--- config.mk ---
export PLATFORM = sky130hd
export DESIGN_NAME = fetch_stage
export DESIGN_NICKNAME = d
export VERILOG_FILES = /design/src/rtl/fetch_pkg.sv /design/src/rtl/fetch_if_id_reg.sv /design/src/rtl/fetch_stage.sv
export SDC_FILE = /design/constraint.sdc
export NUM_CORES = 1
export LEC_CHECK = 0
export BUFFER_PORTS_ARGS = -buffer_cell sky130_fd_sc_hd__clkbuf_2
export CORE_MARGIN = 5
export CORE_UTILIZATION = 52
export CTS_CLUSTER_DIAMETER = 40
export CTS_CLUSTER_SIZE = 30
export DETAILED_ROUTE_END_ITERATION = 10
export MAX_ROUTING_LAYER = met4
export PLACE_DENSITY_LB_ADDON = 0.08
export SLEW_MARGIN = 10
export SYNTH_ARGS = -nofsm -noshare
export SYNTH_HDL_FRONTEND = slang
export SYNTH_SLANG_ARGS = --single-unit
export TNS_END_PERCENT = 5
--- constraint.sdc ---
create_clock -name clk -period 8.8 [get_ports clk]
set_clock_uncertainty 0.15 [all_clocks]
set_input_delay 2.64 -clock clk [delete_from_list [all_inputs] [get_ports clk]]
set_output_delay 2.64 -clock clk [all_outputs]
set_load 0.02 [all_outputs]
--- src/rtl/fetch_pkg.sv ---
// Shared types and constants for the instruction-fetch stage.
package fetch_pkg;

  typedef enum logic [1:0] {
    BOOT  = 2'd0,
    RUN   = 2'd1,
    FAULT = 2'd2
  } fetch_state_t;

  localparam logic [31:0] FETCH_NOP_INSTR = 32'h0000_0013;
  localparam logic [31:0] FETCH_RESET_PC  = 32'h0000_0000;

  typedef struct packed {
    logic        valid;
    logic [31:0] instr;
    logic [31:0] pc;
    logic [31:0] pc_plus4;
  } if_id_t;

endpackage

--- src/rtl/fetch_if_id_reg.sv ---
// IF/ID pipeline register: load captures a fetched word, squash inserts a bubble
// while keeping the PC fields, otherwise the contents hold.
module fetch_if_id_reg #(
  parameter int unsigned              ADDRESS_WIDTH = 32,
  parameter int unsigned              DATA_WIDTH    = 32,
  parameter logic [DATA_WIDTH-1:0]    NOP_INSTR     = 32'h0000_0013
) (
  input  logic                     clk,
  input  logic                     rst,
  input  logic                     i_load,
  input  logic                     i_squash,
  input  logic [DATA_WIDTH-1:0]    i_instr,
  input  logic [ADDRESS_WIDTH-1:0] i_pc,
  input  logic [ADDRESS_WIDTH-1:0] i_pc_plus4,
  output logic                     o_valid,
  output logic [DATA_WIDTH-1:0]    o_instr,
  output logic [ADDRESS_WIDTH-1:0] o_pc,
  output logic [ADDRESS_WIDTH-1:0] o_pc_plus4
);

  logic                     r_valid;
  logic [DATA_WIDTH-1:0]    r_instr;
  logic [ADDRESS_WIDTH-1:0] r_pc;
  logic [ADDRESS_WIDTH-1:0] r_pc_plus4;

  always_ff @(posedge clk or posedge rst) begin
    if (rst) begin
      r_valid    <= 1'b0;
      r_instr    <= NOP_INSTR;
      r_pc       <= '0;
      r_pc_plus4 <= '0;
    end else if (i_squash) begin
      r_valid <= 1'b0;
      r_instr <= NOP_INSTR;
    end else if (i_load) begin
      r_valid    <= 1'b1;
      r_instr    <= i_instr;
      r_pc       <= i_pc;
      r_pc_plus4 <= i_pc_plus4;
    end
  end

  assign o_valid    = r_valid;
  assign o_instr    = r_instr;
  assign o_pc       = r_pc;
  assign o_pc_plus4 = r_pc_plus4;

endmodule

--- src/rtl/fetch_stage.sv ---
// Instruction-fetch stage: owns the PC, drives zero-latency instruction memory,
// handles stall/redirect and parks in a sticky fault on misaligned targets.
module fetch_stage
  import fetch_pkg::*;
#(
  parameter int unsigned               ADDRESS_WIDTH = 32,
  parameter int unsigned               DATA_WIDTH    = 32,
  parameter logic [ADDRESS_WIDTH-1:0]  RESET_PC      = FETCH_RESET_PC,
  parameter logic [DATA_WIDTH-1:0]     NOP_INSTR     = FETCH_NOP_INSTR,
  parameter int unsigned               COUNT_WIDTH   = 32
) (
  input  logic                     clk,
  input  logic                     rst,
  output logic [ADDRESS_WIDTH-1:0] imem_addr,
  input  logic [DATA_WIDTH-1:0]    imem_rdata,
  input  logic                     stall_i,
  input  logic                     redirect_i,
  input  logic [ADDRESS_WIDTH-1:0] redirect_target_i,
  output logic                     id_valid_o,
  output logic [DATA_WIDTH-1:0]    id_instr_o,
  output logic [ADDRESS_WIDTH-1:0] id_pc_o,
  output logic [ADDRESS_WIDTH-1:0] id_pc_plus4_o,
  output logic                     fault_o,
  output logic [ADDRESS_WIDTH-1:0] fault_pc_o,
  output logic [COUNT_WIDTH-1:0]   fetch_count_o
);

  fetch_state_t             r_state;
  fetch_state_t             w_state_next;
  logic [ADDRESS_WIDTH-1:0] r_pc;
  logic [ADDRESS_WIDTH-1:0] w_pc_next;
  logic [ADDRESS_WIDTH-1:0] w_pc_plus4;
  logic [ADDRESS_WIDTH-1:0] r_fault_pc;
  logic [COUNT_WIDTH-1:0]   r_count;
  logic                     w_load;
  logic                     w_squash;
  logic                     w_count_en;
  logic                     w_fault_set;
  logic                     w_misaligned;

  assign w_pc_plus4   = r_pc + ADDRESS_WIDTH'(4);
  assign w_misaligned = |redirect_target_i[1:0];

  always_comb begin
    w_state_next = r_state;
    w_pc_next    = r_pc;
    w_load       = 1'b0;
    w_squash     = 1'b0;
    w_count_en   = 1'b0;
    w_fault_set  = 1'b0;
    unique case (r_state)
      BOOT: w_state_next = RUN;
      RUN: begin
        // Redirect beats stall; a misaligned target squashes but never reaches the PC.
        if (redirect_i) begin
          w_squash = 1'b1;
          if (w_misaligned) begin
            w_state_next = FAULT;
            w_fault_set  = 1'b1;
          end else begin
            w_pc_next = redirect_target_i;
          end
        end else if (!stall_i) begin
          w_load     = 1'b1;
          w_pc_next  = w_pc_plus4;
          w_count_en = 1'b1;
        end
      end
      FAULT: w_state_next = FAULT;
      default: w_state_next = BOOT;
    endcase
  end

  always_ff @(posedge clk or posedge rst) begin
    if (rst) begin
      r_state    <= BOOT;
      r_pc       <= RESET_PC;
      r_fault_pc <= '0;
      r_count    <= '0;
    end else begin
      r_state <= w_state_next;
      r_pc    <= w_pc_next;
      if (w_fault_set) r_fault_pc <= redirect_target_i;
      if (w_count_en)  r_count    <= r_count + COUNT_WIDTH'(1);
    end
  end

  fetch_if_id_reg #(
    .ADDRESS_WIDTH (ADDRESS_WIDTH),
    .DATA_WIDTH    (DATA_WIDTH),
    .NOP_INSTR     (NOP_INSTR)
  ) u_if_id (
    .clk        (clk),
    .rst        (rst),
    .i_load     (w_load),
    .i_squash   (w_squash),
    .i_instr    (imem_rdata),
    .i_pc       (r_pc),
    .i_pc_plus4 (w_pc_plus4),
    .o_valid    (id_valid_o),
    .o_instr    (id_instr_o),
    .o_pc       (id_pc_o),
    .o_pc_plus4 (id_pc_plus4_o)
  );

  assign imem_addr     = r_pc;
  assign fault_o       = (r_state == FAULT);
  assign fault_pc_o    = r_fault_pc;
  assign fetch_count_o = r_count;

endmodule

==> qor.csv <==
stage,metric,value,unit
floorplan,# rows,46,
worst_setup_path,Worst Path Buf+Inv,3,
cts,clock latency on the worst-skew pair,0.43,ns
yosys,Yosys top cell by area,dfrtp_1,
timing,minimum clock period,4.686,ns
worst_setup_path,"delay-heaviest family, CP",buffers and inverters,
cts,Clock Tree Buf Depth,2,
timing,fin crit share,53.25,%
worst_setup_path,CP max FO,71,
route,Vias per Instance,5.368,
worst_setup_path,Crit path largest cell delay,0.61,ns
timing,Tightest Pin Transition,1.066,ns
run_status,status,"complete, no violations",
yosys,Commonest cells post-synth,"dfrtp_1 (190), nand2_1 (159), o21ai_0 (52)",
yosys,async set-reset flop share out of synthesis,100.0,%
cts,"Reg clk slew, reported paths",0.07,ns
placed_design,placer congestion estimate,0.8491,
grt,number of global-route vias before repair,6567,
worst_setup_path,R2R Setup Slk,5.97,ns
yosys,cells after synthesis,802,
grt,global-route wire length before repair,36780,um
pwr,VDD IR max,173.0,uV
yosys,main flop type after synthesis,dfrtp_1,
pwr,P_leak,5.240,nW
route,number of DRC markers in iteration 0,533,
timing,Max Clock Freq,213.4,MHz
cts,CTS tree,done,
floorplan,Vert. Die Dim,138.1,um
grt,initial antenna violation count,0,
timing,Final Setup Violations,0,
placed_design,Port Buffers,261,
floorplan,Die ar.,19070,sq um
route,vias,6764,
cts,Root Buffer,clkbuf_16,
yosys,synth unique cells,54,
worst_setup_path,Worst Setup SP,redirect_i,
route,Total Wirelength,23080,um
yosys,Avg Inst Size Synth,10.64,sq um
timing,worst setup margin,4.114,ns
yosys,Synth area leaders,"dfrtp_1 (56%), nand2_1 (7.0%), xnor2_1 (5.0%)",
grt,gr ovfl total,0,
worst_setup_path,"Top cell by count, worst path",buf_4,
route,WL per Instance,18.31,um
timing,"Slew Viols, Final",0,
hold_path,Worst Hold Class,reg -> reg,
cells_and_area,"non-filler cells, final",1260,
cts,cts bufs inserted,17,
pwr,total chip power,3.705,mW
placed_design,pre-CTS setup slack,3.689,ns
timing,normalized max-slew margin,28.73,%
yosys,syn nets,875,
worst_setup_path,worst r2r src,r_state[1],
floorplan,Die X,138.1,um
worst_setup_path,CP max stage cell,buf_4,
route,detailed-router iteration count before antenna repair,6,
placed_design,Placement Cell Area,9920,sq um
yosys,Yosys warning count,0,
yosys,cell with the most instances after synthesis,dfrtp_1,
run,Max Cap Violations,0,
cells_and_area,layout cells sized above 1,33.33,%
cts,clock sink count,193,
yosys,"Seq/Total Area, Yosys",56.63,%
yosys,cell area after synthesis,8534,sq um
yosys,Post-synth EDFFs,0,
route,drc violations,0,
worst_setup_path,"Critical Path, Cell by Cell",clkbuf_2 -> buf_4 -> or3b_4 -> buf_4 -> o311ai_0 -> a31o_2,
timing,RSZ-0062 raised after global routing,false,
yosys,Yosys reg bits,193,
timing,Sum Neg Setup Slack,0,ns
placed_design,Placed Instances,1228,
grt,Tot GR Track Use,24.70,%
floorplan,core box area,16000,sq um
floorplan,Initial Utilization,53.34,%
worst_setup_path,Startpoint Class,input port,
cts,# Post-CTS Setup Buffers,0,
timing,Fin. Hold Viols,0,
cells_and_area,area grow syn2layout,23.03,%
cts,"Hold-fix buffers, CTS",0,
cells_and_area,design area,10500,sq um
worst_setup_path,critical path type,in -> reg,
cts,CTS resizes,0,
worst_setup_path,Critical Path AT,4.86,ns
yosys,Synth top area share,55.71,%
cells_and_area,Antenna Cells,0,
hold_path,Hold Crit Start,fetch_count_o[31],
worst_setup_path,WP data required,8.97,ns
pwr,pwr/cell area,352.8,nW/um^2
floorplan,num ports,262,
cts,H-tree depth,4,
grt,largest net degree at the start of global routing,117,
cells_and_area,Final Net Count,1104,
placed_design,HPWL Detailed,16290,um
worst_setup_path,Worst setup EP type,register,
route,Final ANT Viol Nets,0,
-- where the power goes --
part           internal (mW)  total (mW)  switching [mW]
Sequential              1.22        1.53           0.306
Clock                  0.411       0.761           0.350
Combinational          0.515        1.42           0.901
Total                   2.15        3.70            1.56
-- flip-flops by register name, summed over array words and instances (netlist names) --
register	count
fault_pc_o	32
fetch_count_o	32
imem_addr	32
r_state	2
u_if_id.o_instr	32
u_if_id.o_pc	30
u_if_id.o_pc_plus4	32
u_if_id.o_valid	1
-- metal layers --
layer	up-vias	global-route usage, %	wire length [um]
met2	289	34.56	10150
met3	22	5.931	1722
met4	0	6.708	302
met1	3212	36.21	10900
met5	-	-	0
li1	3241	-	-
-- final cells by class --
class | instances | area [sq um]
fillers | 1364 | 5500
flip-flops and latches | 193 | 4833
multi-input cells | 539 | 3408
repair buffers | 267 | 1351
clock buffers | 20 | 456.7
well taps | 216 | 270.3
clock inverters | 12 | 123.9
inverters | 13 | 56.30
-- stage by stage --
step | util [%] | hold WS [ns]
floorplan | - | 0.3042
finish | 65.62 | 0.3273
CTS | 65.62 | 0.3305
global route | 65.62 | 0.3453
global placement | 62.00 | 0.3095
detailed placement | 62.00 | 0.3135
-- path summary, 6_finish.rpt --
kind / to / cells after the start
min in group asynchronous: fetch_count_o[5] / 2
max in group asynchronous: fault_pc_o[19] / 3
setup reg to reg: fetch_count_o[29] / 7
hold / removal: fetch_count_o[31] / 1
hold reg to reg: fetch_count_o[31] / 1
setup / recovery: imem_addr[20] / 6
-- cell families (layout without fill, tap and decap cells) --
family / after synthesis / count (layout) / share of synthesized area [%]
DFF: 193 / 193 / 56.63
buffers and inverters: 70 / 312 / 3.489
and+or+nand+nor: 302 / 302 / 17.68
xor gates and xnor gates: 57 / 57 / 5.850
muxes: 34 / 34 / 4.427
adders and majority gates: 5 / 5 / 0.7330
AOI/OAI and AO/OA: 141 / 141 / 11.19
-- placed cells by master, fill, tap and decap left out, types with 5 or more instances in the layout --
cell,count
mux2_2,30
xor2_1,8
clkbuf_2,261
nor3_1,11
nor2b_1,6
xnor2_1,49
o22a_1,7
buf_4,6
inv_1,12
ha_1,5
dfrtp_1,190
nand3_1,25
a21oi_1,10
o21ai_0,52
clkbuf_16,17
nor2_1,33
and3_1,15
nand4_1,16
a22o_1,32
a22oi_1,12
and4_1,7
nand2_1,159
a31oi_1,6
Power figures use the tool's default switching activity.
